### src/rtl/window_mul_sequencer.sv
// window_mul_sequencer: pairs each input sample with its window coefficient and sequences one multiply per sample
module window_mul_sequencer #(
  parameter int FRAME_LEN   = 256,
  parameter int IDX_W       = 8,
  parameter int MUL_LATENCY = 2
) (
  input  logic             clk,
  input  logic             rst_n,
  input  logic             flush,
  input  logic [15:0]      s_data,
  input  logic             s_valid,
  output logic             s_ready,
  output logic [IDX_W-1:0] coef_addr,
  input  logic [15:0]      coef_data,
  output logic [15:0]      mul_a,
  output logic [15:0]      mul_b,
  output logic             mul_enable,
  input  logic [15:0]      mul_product,
  input  logic             mul_done,
  output logic [15:0]      m_data,
  output logic [IDX_W-1:0] m_index,
  output logic             m_last,
  output logic             m_valid,
  input  logic             m_ready
);
  localparam int CNT_W = $clog2(MUL_LATENCY) + 1;
  typedef enum logic [2:0] {IDLE, FETCH, MUL, WAIT, OUT} state_t;
  state_t state, state_nx;
  logic [IDX_W-1:0] index;
  logic [CNT_W-1:0] cnt;
  logic cnt_top, cap;
  assign cnt_top = cnt == CNT_W'(MUL_LATENCY - 1);
  assign cap = state == WAIT && cnt_top && mul_done;
  // state register; async reset returns to IDLE immediately
  always_ff @(posedge clk or negedge rst_n)
    if (!rst_n) state <= IDLE;
    else state <= state_nx;
  // next state and state-decoded outputs; ROM address is the live index so data is ready in FETCH
  always_comb begin
    state_nx = state;
    case (state)
      IDLE:    state_nx = s_valid ? FETCH : IDLE;
      FETCH:   state_nx = MUL;
      MUL:     state_nx = WAIT;
      WAIT:    state_nx = cap ? OUT : WAIT;
      OUT:     state_nx = m_ready ? IDLE : OUT;
      default: state_nx = IDLE;
    endcase
    if (flush) state_nx = IDLE;
    s_ready    = state == IDLE;
    mul_enable = state == MUL;
    m_valid    = state == OUT;
    m_last     = state == OUT && index == IDX_W'(FRAME_LEN - 1);
    coef_addr  = index;
    m_index    = index;
  end
  // datapath: operands held until WAIT exits, counter gates out stale mul_done levels
  always_ff @(posedge clk or negedge rst_n)
    if (!rst_n) begin
      index  <= '0;
      cnt    <= '0;
      mul_a  <= '0;
      mul_b  <= '0;
      m_data <= '0;
    end else begin
      index <= flush ? '0 : (state == OUT && m_ready) ? index + 1'b1 : index;
      cnt   <= state == MUL ? '0 : (state == WAIT && !cnt_top) ? cnt + 1'b1 : cnt;
      if (state == IDLE && s_valid && !flush) mul_a <= s_data;
      if (state == FETCH) mul_b <= coef_data;
      if (cap && !flush) m_data <= mul_product;
    end
endmodule
### config.mk
export PLATFORM = sky130hd
export DESIGN_NAME = window_mul_sequencer
export DESIGN_NICKNAME = d
export VERILOG_FILES = /design/src/rtl/window_mul_sequencer.sv
export SDC_FILE = /design/constraint.sdc
export NUM_CORES = 1
export LEC_CHECK = 0
export CAP_MARGIN = 20
export CORE_MARGIN = 1
export CORE_UTILIZATION = 41
export CTS_CLUSTER_SIZE = 40
export DETAILED_ROUTE_END_ITERATION = 10
export PLACE_DENSITY = 0.9
export RECOVER_POWER = 100
export SYNTH_ARGS = -nofsm -noshare
export SYNTH_HDL_FRONTEND = slang
export SYNTH_SLANG_ARGS = --single-unit
### constraint.sdc
create_clock -name clk -period 2.55 [get_ports clk]
set_clock_uncertainty 0.15 [all_clocks]
set_input_delay 0.3825 -clock clk [delete_from_list [all_inputs] [get_ports clk]]
set_output_delay 0.3825 -clock clk [all_outputs]
set_load 0.05 [all_outputs]
Word-level counts from Yosys, hierarchy flattened. Index checks and enable logic that the tools add are counted.

Register bits after elaboration: 61. Input bits: 54. RAM bits: 0. Output and inout bits: 68. Memories: 0. Logic and storage cells: 36. Bits in latches: 0. ROM bits: 0.

Bitwise gates (word level): 0. $add $sub $neg: 2. Reductions and logical operators: 13. Divide/modulo/power cells: 0. Equality and inequality tests: 6. Order comparisons: 0. $mul: 0. Shift operators: 0. Multiplexer cells: 9.

Operators with widths (count): $mux W8 (2); $pmux W3 S5 (1); $mux W3 (3); $add A8 B1 Y8 const B (1); $eq A8 B8 Y1 const B (1); $logic_and A1 B1 Y1 (8); $eq A3 B2 Y1 const B (2); $mux W2 (2); $reduce_bool A2 Y1 (2); $eq A3 B1 Y1 const B (1); $eq A3 B3 Y1 const B (1); $logic_not A3 Y1 (1); $add A2 B1 Y2 const B (1); $eq A2 B1 Y1 const B (1); $logic_not A1 Y1 (2); $mux W1 (1).

Logic depth before layout (Yosys ltp).
Depth in word-level cells: 6. Mapped depth: 6.

Worst setup path after synthesis. Ideal clock, no wire load.

Path kind: register to output. Start: reg index[0] (netlist: coef_addr[0]). End: out m_last. Slack: -0.132 ns. Data required time: 2.017 ns. Path buffers: 0. Arrival: 2.149 ns. Stages on the path, launching flop included: 4. Cells stage by stage: dfrtp_1 > ha_1 > nand2_1 > nor3_1.

Cells in the longest elaborated chain, start to end: 2.

RTL lines: start, declared (RTL line 29) `logic [IDX_W-1:0] index;`; start signal, assigned (RTL line 66) `index <= flush ? '0 : (state == OUT && m_ready) ? index + 1'b1 : index;`; $eq A8 B8 Y1 (RTL line 53) `m_last = state == OUT && index == IDX_W'(FRAME_LEN - 1);`; $logic_and A1 B1 Y1 (RTL line 53); end, declared (RTL line 22) `output logic m_last,`.

No other way between the ends.

Worst setup path in the final report.
Start: reg state[2]. End: out s_ready.

Cells in the longest elaborated chain, start to end: 1.

RTL lines: start, declared (RTL line 28) `state_t state, state_nx;`; start signal, assigned (RTL line 37) `else state <= state_nx;`; $logic_not A3 Y1 (RTL line 50) `s_ready = state == IDLE;`; end, declared (RTL line 12) `output logic s_ready,`.

No other way between the ends.

==> run metrics <==
DR top layer=met4; Setup WS pre-CTS=roughly 0.39 ns; total grt overflow=0; Clk pin slew, worst setup/hold paths=0.07 ns; Avg Cell Area, Syn=14.2 µm²; number of iterations in the first detailed-routing pass=4; RSZ-0062 raised after global routing=no; initial antenna violation count=0; synth unique cells=36; Post-Synthesis Cell Area=0.00263 mm²; Resize count post-CTS=0; Post-Syn Nets=approximately 240; row cnt=28; number of diodes=0; count of clock tree sinks=between 60 and 70; #FFs+latches synth=between 60 and 70; CTS buffer count=9; dpl cells=approximately 370; crit path max fanout=10; max_cap viols=0; first-pass GRT wire length=roughly 9000 µm; IO Count=between 100 and 150; Tightest Pin Transition=1.42 ns; total die area=0.00675 mm²; clock buffer depth=2; die extent in x=about 82 µm; Fill cells=about 470; DR vias/cell=between 4 and 5; CTS HTree Levels=3; PnR worst setup slack=approximately 0.15 ns; initial DRC count=41; crit path capture type=output pin; Peak VDD IR=between 500 and 600 µV; DRT antenna net count=0; routed wire length=between 5000 and 6000 µm; min Tclk post-route=approximately 2.4 ns; Clock Latency Late Sink=approximately 0.32 ns; fin. max-slew vios=0; DR WL met2=between 2000 and 3000 µm; Remaining DRCs=0; core outline area=slightly above 0.006 mm²; Non-Filler Instances=386; setup bufs post-CTS=0; fmax=between 400 and 500 MHz; Hold WC Path Type=register to register; area added between synthesis and finish=51.1%; Root Buffer=clkbuf_8; wl on met1=2330 µm; FF+latch area=approximately 0.0015 mm²; CP arrival=1.87 ns; floorplan die height=between 80 and 90 µm; outcome=finished clean; YS warnings=0; final hold viol count=0; setup tns final=0 ns; Routability Congestion=between 0.7 and 0.8; pwr dens=984 mW/mm²; Final #Nets=362; Post-DP HPWL=about 4200 µm; initial core utilization=between 40 and 50%; relative slew slack=between 5 and 6%; Critical Path Start Type=register; WS Path Type=register to output pin; met3 WL=a little under 500 µm; CTS tree=done; vias post-DR=approximately 1.9k; share of layout cells above drive strength 1=22.8%; hold buffer count at CTS=1; area of the multi-input gates=923 µm²; P_leak=between 1.5 and 2 nW; sequential share of the synthesized area=between 50% and 60%; Worst Path Required=2.02 ns; routed len/inst=around 15 µm; Final period util=a little over nine tenths; post-synthesis cell count=around 190; largest net degree at the start of global routing=38; Port Buffers=121; final setup vio count=0; Tot GR Track Use=between 10% and 20%; vias in the first global route=approximately 2.0k
cell usage in the layout (no fill, tap or decap), types with 4 or more instances in the layout:
cell and count:
dlygate4sd3_1 65, dfrtp_1 61, clkdlybuf4s50_1 53, mux2_2 48, clkbuf_8 10, a21oi_1 7
nand2_1 6, clkbuf_1 5, nor2_1 4, o31ai_1 4, o21ai_0 4
where the power goes:
part | switching (mW) | internal (mW) | total [mW]
Sequential | 0.125 | 1.22 | 1.34
Combinational | 1.13 | 0.611 | 1.74
Clock | 0.359 | 0.476 | 0.835
Total | 1.61 | 2.30 | 3.92
flip-flops by register name (all words and copies together), names as in the netlist:
name / flops
coef_addr: 8
cnt: 2
m_data: 16
mul_a: 16
mul_b: 16
state: 3
routing by layer:
metal / track usage (%) / up-vias
met5: 0 / -
met4: 7.37 / 0
met3: 5.27 / 5
met2: 32.2 / 76
met1: 20.4 / 934
li1: - / 903
cell families (layout without fill, tap and decap cells):
family	Yosys count	count (layout)	share of synthesized area (%)
xor+xnor	1	1	0.333
fa+ha+maj	2	2	0.950
flops	61	61	58.0
buf+inv	18	144	5.47
mux	49	49	20.9
simple gates	34	34	9.55
compound gates	20	20	4.80
synthesized netlist by cell type:
cell type / count / share of area, %
a2111oi_0: 1 / 0.33
a211oi_1: 1 / 0.29
a21oi_1: 7 / 1.3
a22o_1: 2 / 0.67
and2_1: 1 / 0.24
and3_4: 1 / 0.43
buf_2: 1 / 0.19
buf_4: 9 / 2.6
buf_6: 4 / 1.7
buf_8: 1 / 0.57
clkbuf_1: 1 / 0.14
dfrtp_1: 61 / 58
ha_1: 2 / 0.95
inv_1: 2 / 0.29
mux2_2: 48 / 21
mux2i_1: 1 / 0.38
nand2_1: 6 / 0.86
nand2b_4: 1 / 0.52
nand3_1: 3 / 0.57
nand3b_1: 2 / 0.57
nand3b_2: 1 / 0.43
nand4_1: 2 / 0.48
nand4bb_4: 1 / 1.0
nor2_1: 4 / 0.57
nor2_2: 1 / 0.24
nor3_1: 1 / 0.19
nor3_4: 1 / 0.62
nor3b_4: 1 / 0.71
o21ai_0: 4 / 0.76
o21bai_1: 1 / 0.29
o31ai_1: 4 / 1.1
or2_2: 1 / 0.24
or2b_1: 1 / 0.29
or3_1: 3 / 0.71
or4_1: 3 / 0.86
xor2_1: 1 / 0.33
critical path, stage by stage, from the launching register on:
cell	delay, ns
dfrtp_1	0.49
nor3_4	0.23
clkdlybuf4s50_1	0.83
worst paths after layout:
kind | from | endpoint | slack (ns) | cells past startpoint
worst min register to register | mul_a[3] | mul_a[3] | 0.35 | 1
worst max-delay path | state[2] | s_ready | 0.15 | 2
worst min-delay path | mul_a[3] | mul_a[3] | 0.35 | 1
min in group asynchronous | rst_n | m_data[6] | 0.80 | 2
worst max register to register | cnt[1] | m_data[8] | 0.34 | 6
max in group asynchronous | rst_n | mul_a[10] | 0.60 | 3
per-stage QoR:
step	total power [mW]	cell area [µm²]	hold slack [ns]	util, %
finish	3.92	3980	0.349	65.6
global route	4.10	3980	0.367	65.6
floorplan	2.56	2640	-0.0631	-
global placement	3.18	3840	0.268	63.3
detailed placement	3.22	3840	0.268	63.3
CTS	4.07	4040	0.358	66.6
cell type report:
class / count / share of cell area [%]
clock buffer: 12 / 3.65
clock inverter: 4 / 1.19
inverter: 2 / 0.189
multi-input combinational: 106 / 23.2
sequential: 61 / 38.4
tap: 75 / 2.36
timing repair buffer: 126 / 31.0
Power figures use the tool's default switching activity.
